**src/rtl/sd_wb_dma_master.sv**
```systemverilog
// ----------------------------------------------------------------------------
// sd_wb_dma_master
//   Wishbone classic-cycle DMA master for the SD data path. Moves 32-bit words
//   between system memory and the SD TX/RX FIFOs. Each word is one single-beat
//   cycle; there are no bursts.
//     read  direction : memory  -> TX FIFO (card write)
//     write direction : RX FIFO -> memory  (card read)
//
// Ports
//   wb_clk_i, wb_rst_i        clock, synchronous active-low reset
//   start_rd_i / start_wr_i   1-cycle start pulses (read wins if both are high)
//   abort_i                   drop any transfer, back to IDLE on the next edge
//   dma_addr_i, word_cnt_i    start byte address / word count, sampled at start
//   m_wb_*                    Wishbone master interface
//   tx_dat_o, tx_we_o         TX FIFO push
//   rx_dat_i, rx_rd_o         RX FIFO head (FWFT) and pop
//   tx_full_i, rx_empty_i     FIFO flow control
//   busy_o, done_o, err_o     status; done_o/err_o are 1-cycle pulses
// ----------------------------------------------------------------------------
module sd_wb_dma_master #(
    parameter int ACK_TIMEOUT = 255,
    parameter int CNT_W       = 16
) (
    input  logic             wb_clk_i,
    input  logic             wb_rst_i,
    input  logic             start_rd_i,
    input  logic             start_wr_i,
    input  logic             abort_i,
    input  logic [31:0]      dma_addr_i,
    input  logic [CNT_W-1:0] word_cnt_i,
    output logic [31:0]      m_wb_adr_o,
    output logic [31:0]      m_wb_dat_o,
    input  logic [31:0]      m_wb_dat_i,
    output logic [3:0]       m_wb_sel_o,
    output logic             m_wb_we_o,
    output logic             m_wb_cyc_o,
    output logic             m_wb_stb_o,
    input  logic             m_wb_ack_i,
    input  logic             m_wb_err_i,
    output logic [31:0]      tx_dat_o,
    output logic             tx_we_o,
    input  logic             tx_full_i,
    input  logic [31:0]      rx_dat_i,
    output logic             rx_rd_o,
    input  logic             rx_empty_i,
    output logic             busy_o,
    output logic             done_o,
    output logic             err_o
);

    typedef enum logic [1:0] {S_IDLE, S_WAIT, S_BUS} state_t;

    // Timer just wide enough to hold ACK_TIMEOUT.
    localparam int TW = (ACK_TIMEOUT > 0) ? $clog2(ACK_TIMEOUT + 1) : 1;

    state_t           state_q, state_d;
    logic [31:0]      addr_q, addr_d;
    logic [CNT_W-1:0] cnt_q, cnt_d;
    logic             rd_dir_q, rd_dir_d;
    logic [TW-1:0]    timer_q, timer_d;
    logic [TW-1:0]    timer_nx;
    logic             timeout;

    logic [31:0]      adr_q, adr_d;
    logic [31:0]      dat_q, dat_d;
    logic [3:0]       sel_q, sel_d;
    logic             we_q, we_d;
    logic             cyc_q, cyc_d;
    logic             stb_q, stb_d;
    logic [31:0]      tx_dat_q, tx_dat_d;
    logic             tx_we_q, tx_we_d;
    logic             rx_rd_q, rx_rd_d;
    logic             busy_q, busy_d;
    logic             done_q, done_d;
    logic             err_q, err_d;

    // timer_q counts completed BUS cycles without ack/err; the timeout fires
    // on the cycle whose completion would make that count reach ACK_TIMEOUT,
    // so cyc is held for exactly ACK_TIMEOUT cycles.
    assign timer_nx = timer_q + TW'(1);
    assign timeout  = (ACK_TIMEOUT > 0) && (timer_nx == TW'(ACK_TIMEOUT));

    always_comb begin
        state_d  = state_q;
        addr_d   = addr_q;
        cnt_d    = cnt_q;
        rd_dir_d = rd_dir_q;
        timer_d  = timer_q;
        adr_d    = adr_q;
        dat_d    = dat_q;
        sel_d    = sel_q;
        we_d     = we_q;
        cyc_d    = cyc_q;
        stb_d    = stb_q;
        tx_dat_d = tx_dat_q;
        busy_d   = busy_q;
        tx_we_d  = 1'b0;
        rx_rd_d  = 1'b0;
        done_d   = 1'b0;
        err_d    = 1'b0;

        if (abort_i) begin
            // Abort beats everything, including a same-cycle ack.
            state_d = S_IDLE;
            cyc_d   = 1'b0;
            stb_d   = 1'b0;
            we_d    = 1'b0;
            sel_d   = 4'h0;
            busy_d  = 1'b0;
        end else begin
            unique case (state_q)
                S_IDLE: begin
                    if (start_rd_i || start_wr_i) begin
                        addr_d   = {dma_addr_i[31:2], 2'b00};
                        cnt_d    = word_cnt_i;
                        rd_dir_d = start_rd_i;
                        if (word_cnt_i == '0) begin
                            done_d = 1'b1;
                        end else begin
                            busy_d  = 1'b1;
                            state_d = S_WAIT;
                        end
                    end
                end

                S_WAIT: begin
                    if (rd_dir_q ? !tx_full_i : !rx_empty_i) begin
                        cyc_d   = 1'b1;
                        stb_d   = 1'b1;
                        sel_d   = 4'hF;
                        adr_d   = addr_q;
                        we_d    = !rd_dir_q;
                        timer_d = '0;
                        state_d = S_BUS;
                        if (!rd_dir_q) begin
                            // Word leaves the FIFO now; it is gone even if
                            // the bus cycle is later aborted.
                            dat_d   = rx_dat_i;
                            rx_rd_d = 1'b1;
                        end
                    end
                end

                S_BUS: begin
                    if (m_wb_err_i || (!m_wb_ack_i && timeout)) begin
                        cyc_d   = 1'b0;
                        stb_d   = 1'b0;
                        we_d    = 1'b0;
                        sel_d   = 4'h0;
                        err_d   = 1'b1;
                        busy_d  = 1'b0;
                        state_d = S_IDLE;
                    end else if (m_wb_ack_i) begin
                        cyc_d  = 1'b0;
                        stb_d  = 1'b0;
                        we_d   = 1'b0;
                        sel_d  = 4'h0;
                        addr_d = addr_q + 32'd4;
                        cnt_d  = cnt_q - CNT_W'(1);
                        if (rd_dir_q) begin
                            tx_we_d  = 1'b1;
                            tx_dat_d = m_wb_dat_i;
                        end
                        if (cnt_q == CNT_W'(1)) begin
                            done_d  = 1'b1;
                            busy_d  = 1'b0;
                            state_d = S_IDLE;
                        end else begin
                            state_d = S_WAIT;
                        end
                    end else begin
                        timer_d = timer_nx;
                    end
                end

                default: state_d = S_IDLE;
            endcase
        end
    end

    always_ff @(posedge wb_clk_i) begin
        if (!wb_rst_i) begin
            state_q  <= S_IDLE;
            addr_q   <= '0;
            cnt_q    <= '0;
            rd_dir_q <= 1'b0;
            timer_q  <= '0;
            adr_q    <= '0;
            dat_q    <= '0;
            sel_q    <= '0;
            we_q     <= 1'b0;
            cyc_q    <= 1'b0;
            stb_q    <= 1'b0;
            tx_dat_q <= '0;
            tx_we_q  <= 1'b0;
            rx_rd_q  <= 1'b0;
            busy_q   <= 1'b0;
            done_q   <= 1'b0;
            err_q    <= 1'b0;
        end else begin
            state_q  <= state_d;
            addr_q   <= addr_d;
            cnt_q    <= cnt_d;
            rd_dir_q <= rd_dir_d;
            timer_q  <= timer_d;
            adr_q    <= adr_d;
            dat_q    <= dat_d;
            sel_q    <= sel_d;
            we_q     <= we_d;
            cyc_q    <= cyc_d;
            stb_q    <= stb_d;
            tx_dat_q <= tx_dat_d;
            tx_we_q  <= tx_we_d;
            rx_rd_q  <= rx_rd_d;
            busy_q   <= busy_d;
            done_q   <= done_d;
            err_q    <= err_d;
        end
    end

    assign m_wb_adr_o = adr_q;
    assign m_wb_dat_o = dat_q;
    assign m_wb_sel_o = sel_q;
    assign m_wb_we_o  = we_q;
    assign m_wb_cyc_o = cyc_q;
    assign m_wb_stb_o = stb_q;
    assign tx_dat_o   = tx_dat_q;
    assign tx_we_o    = tx_we_q;
    assign rx_rd_o    = rx_rd_q;
    assign busy_o     = busy_q;
    assign done_o     = done_q;
    assign err_o      = err_q;

endmodule

```
**config.mk**
```make
export PLATFORM = sky130hd
export DESIGN_NAME = sd_wb_dma_master
export DESIGN_NICKNAME = d
export VERILOG_FILES = /design/src/rtl/sd_wb_dma_master.sv
export SDC_FILE = /design/constraint.sdc
export NUM_CORES = 1
export LEC_CHECK = 0
export CORE_MARGIN = 2
export CORE_UTILIZATION = 54
export CTS_CLUSTER_SIZE = 10
export DETAILED_ROUTE_END_ITERATION = 6
export DONT_BUFFER_PORTS = 1
export PLACE_DENSITY_LB_ADDON = 0.15
export SYNTH_ARGS = -nofsm -noshare
export SYNTH_HDL_FRONTEND = slang
export SYNTH_SLANG_ARGS = --single-unit
```
**constraint.sdc**
```tcl
create_clock -name wb_clk_i -period 2.6 [get_ports wb_clk_i]
set_input_delay 0.39 -clock wb_clk_i [delete_from_list [all_inputs] [get_ports wb_clk_i]]
set_output_delay 0.39 -clock wb_clk_i [all_outputs]
set_load 0.01 [all_outputs]
```
==> results.json <==
{
  "dr.pass1.iters": 5,
  "hold_buffers": 0,
  "start_util_pct": 54.90,
  "synthXorXnorAreaFrac_pct": 0.2419,
  "finalHoldViolCount": 0,
  "cap_violations": 0,
  "cts_tree": "built",
  "critPathLaunchType": "register",
  "synth_top_area_share_pct": 43.68,
  "grt_max_degree": 98,
  "worstPathRequired_ns": 2.87,
  "synth_area_leaders": "dfxtp_1 (44%), nand2_1 (12%), a21oi_1 (6.9%)",
  "yosys_register_bits": 158,
  "leakage_nw": 2.650,
  "synthCells": 952,
  "clkSlewWorstSetupHoldPaths_ns": 0.06,
  "yosys.cell_types.count": 65,
  "synth.most_common_cell": "nand2_1",
  "finalNonFillerCells": 1105,
  "routedWlPerCell_um": 17.79,
  "drv_slew": 0,
  "port_buffers": 0,
  "numCtsBuffers": 17,
  "gp_congestion": 0.8886,
  "drive_above_1_share_pct": 8.181,
  "routed_wl_um": 19660,
  "path_class": "reg2reg",
  "worst_pin_slew_ns": 0.7522,
  "setup-tns-final_ns": 0,
  "synth_area_per_cell_um2": 7.607,
  "io_pins": 229,
  "drtIter0Drc": 589,
  "synth_top_cell_by_area": "dfxtp_1",
  "setup_violations": 0,
  "crit_arrival_ns": 2.68,
  "fin_area_um2": 7958,
  "synth_edf_count": 0,
  "synth_top_family_by_area": "simple AND/OR/NAND/NOR gates",
  "antenna_found_initial": 0,
  "status": "completed",
  "ys_async_sr_fraction_pct": 0,
  "place_inst": 1073,
  "fp.dieH_um": 119.8,
  "max_freq_ghz": 0.4161,
  "path_max_fanout": 5,
  "synthTopCellsByCount": "nand2_1 (231), dfxtp_1 (158), a21oi_1 (100)",
  "h-tree-depth": 4,
  "total_power_w": 0.005477,
  "ys_dominant_reg_cell": "dfxtp_1",
  "hold_class": "in2reg",
  "dr_total_vias": 6819,
  "diodes": 0,
  "rows": 42,
  "post-cts-setup-buffers": 0,
  "dp_hpwl_um": 13540,
  "fill_cells": 1216,
  "peakVddDrop_mv": 0.4310,
  "cts_max_path_buffers": 2,
  "grt_pass1_wl_um": 31260,
  "placed_cell_area_um2": 7352,
  "end_kind": "register",
  "layout-area-overhead-vs-synth_pct": 9.882,
  "die_area_um2": 14350,
  "grt_use_total_pct": 27.07,
  "rr_worst_depth": 8,
  "cts_root_buf": "clkbuf_16",
  "die_w_um": 119.8,
  "numClockSinks": 158,
  "syn_area_um2": 7242,
  "grt_pass1_vias": 6106,
  "skew_ns": 0.007536,
  "insertion_delay_ns": 0.42,
  "power_density_nw_per_um2": 688.3,
  "synth-compound-area-share_pct": 22.74,
  "route.detailed.drc": 0,
  "finalCriticalPeriod_ns": 2.403,
  "core_um2": 13190,
  "postRouteAntennaNets": 0,
  "yosysWarnings": 0,
  "holdPathStages": 2,
  "gr-total-overflow": 0,
  "drt-vias-per-instance": 6.171,
  "synthMuxAreaShare_pct": 0.1382,
  "yosys.area_share.simple_pct": 27.06,
  "max-slew-margin-rel_pct": 49.78,
  "ys_seq_area_share_pct": 43.68,
  "final.period_utilization_pct": 92.43,
  "nets": 1042,
  "synth_adder_area_share_pct": 0.8639
}
[registers in the layout (all words and copies together), names as in the netlist]
name	cells
m_wb_dat_o	32
tx_dat_o	32
addr_q	30
m_wb_adr_o	30
cnt_q	16
timer_q	8
state_q	2
busy_o	1
done_o	1
err_o	1
m_wb_sel_o	1
m_wb_we_o	1
rd_dir_q	1
rx_rd_o	1
tx_we_o	1
[logic make-up after synthesis]
family,after synthesis
adders and majority gates,5
xor gates and xnor gates,2
AOI/OAI and AO/OA,265
DFF,158
other,1
muxes,1
buffers and inverters,87
and+or+nand+nor,433
[layer usage]
layer / track usage (%) / up-vias / wire (µm)
met3: 9.173 / 29 / 1950
li1: - / 3323 / -
met4: 9.191 / 0 / 358
met1: 35.07 / 3133 / 8303
met5: 0 / - / 0
met2: 42.36 / 334 / 9050
[worst paths after layout]
kind | start | end | slack, ns
hold / removal | rx_dat_i[6] | m_wb_dat_o[6] | 0.10
hold reg to reg | addr_q[11] | m_wb_adr_o[11] | 0.48
setup / recovery | cnt_q[0] | cnt_q[14] | 0.20
setup reg to reg | cnt_q[0] | cnt_q[14] | 0.20
[worst max-delay path, cell delays in order, from the launching register on]
cell and delay, ns:
dfxtp_1 0.34, inv_1 0.12, ha_1 0.20, or3b_2 0.52, nor3_2 0.36, nand2_1 0.18
o31a_1 0.28, o21ai_0 0.17, a21oi_1 0.08
[what timing repair did]
action                                 CTS  global route
gates resized for setup                  0             1
setup endpoints to repair                0            32
endpoints found under the hold margin    0             0
[per-stage QoR]
step                      hold WS, ns  utilization (%)  setup WS (ns)
after floorplan                0.4402                -         0.4750
after global placement         0.4531            55.74         0.2962
after detailed placement       0.4669            55.74         0.1885
after CTS                     0.08056            60.30         0.1456
after global routing          0.09192            60.33      -0.005423
final                          0.1010            60.33         0.1968
[cell type report]
type                       instances  area [µm²]  area share, %
clock inverter                    12       135.1          1.698
inverter                          10       37.54         0.4717
tap                              176       220.2          2.767
clock buffer                      20       466.7          5.865
timing repair buffer              21       198.9          2.500
multi-input combinational        708        3736          46.95
sequential                       158        3163          39.75
[power by group]
group | total, W | switching (W) | leakage, nW | internal [W]
Combinational | 0.000396 | 0.000249 | 1.08 | 0.000147
Clock | 0.00250 | 0.00100 | 0.285 | 0.00150
Sequential | 0.00258 | 0.0000926 | 1.28 | 0.00249
[cell usage in the layout (no fill, tap or decap), drive strengths merged, types with 10 or more instances in the layout]
cell,n
nand2,231
dfxtp,158
a21oi,101
a22oi,15
o31ai,11
nand4,10
inv,12
o21ai,71
nand3,62
nor2,54
buf,21
clkbuf,20
nor4,20
nor3,24
No activity file was read; power rests on OpenSTA's default activity.
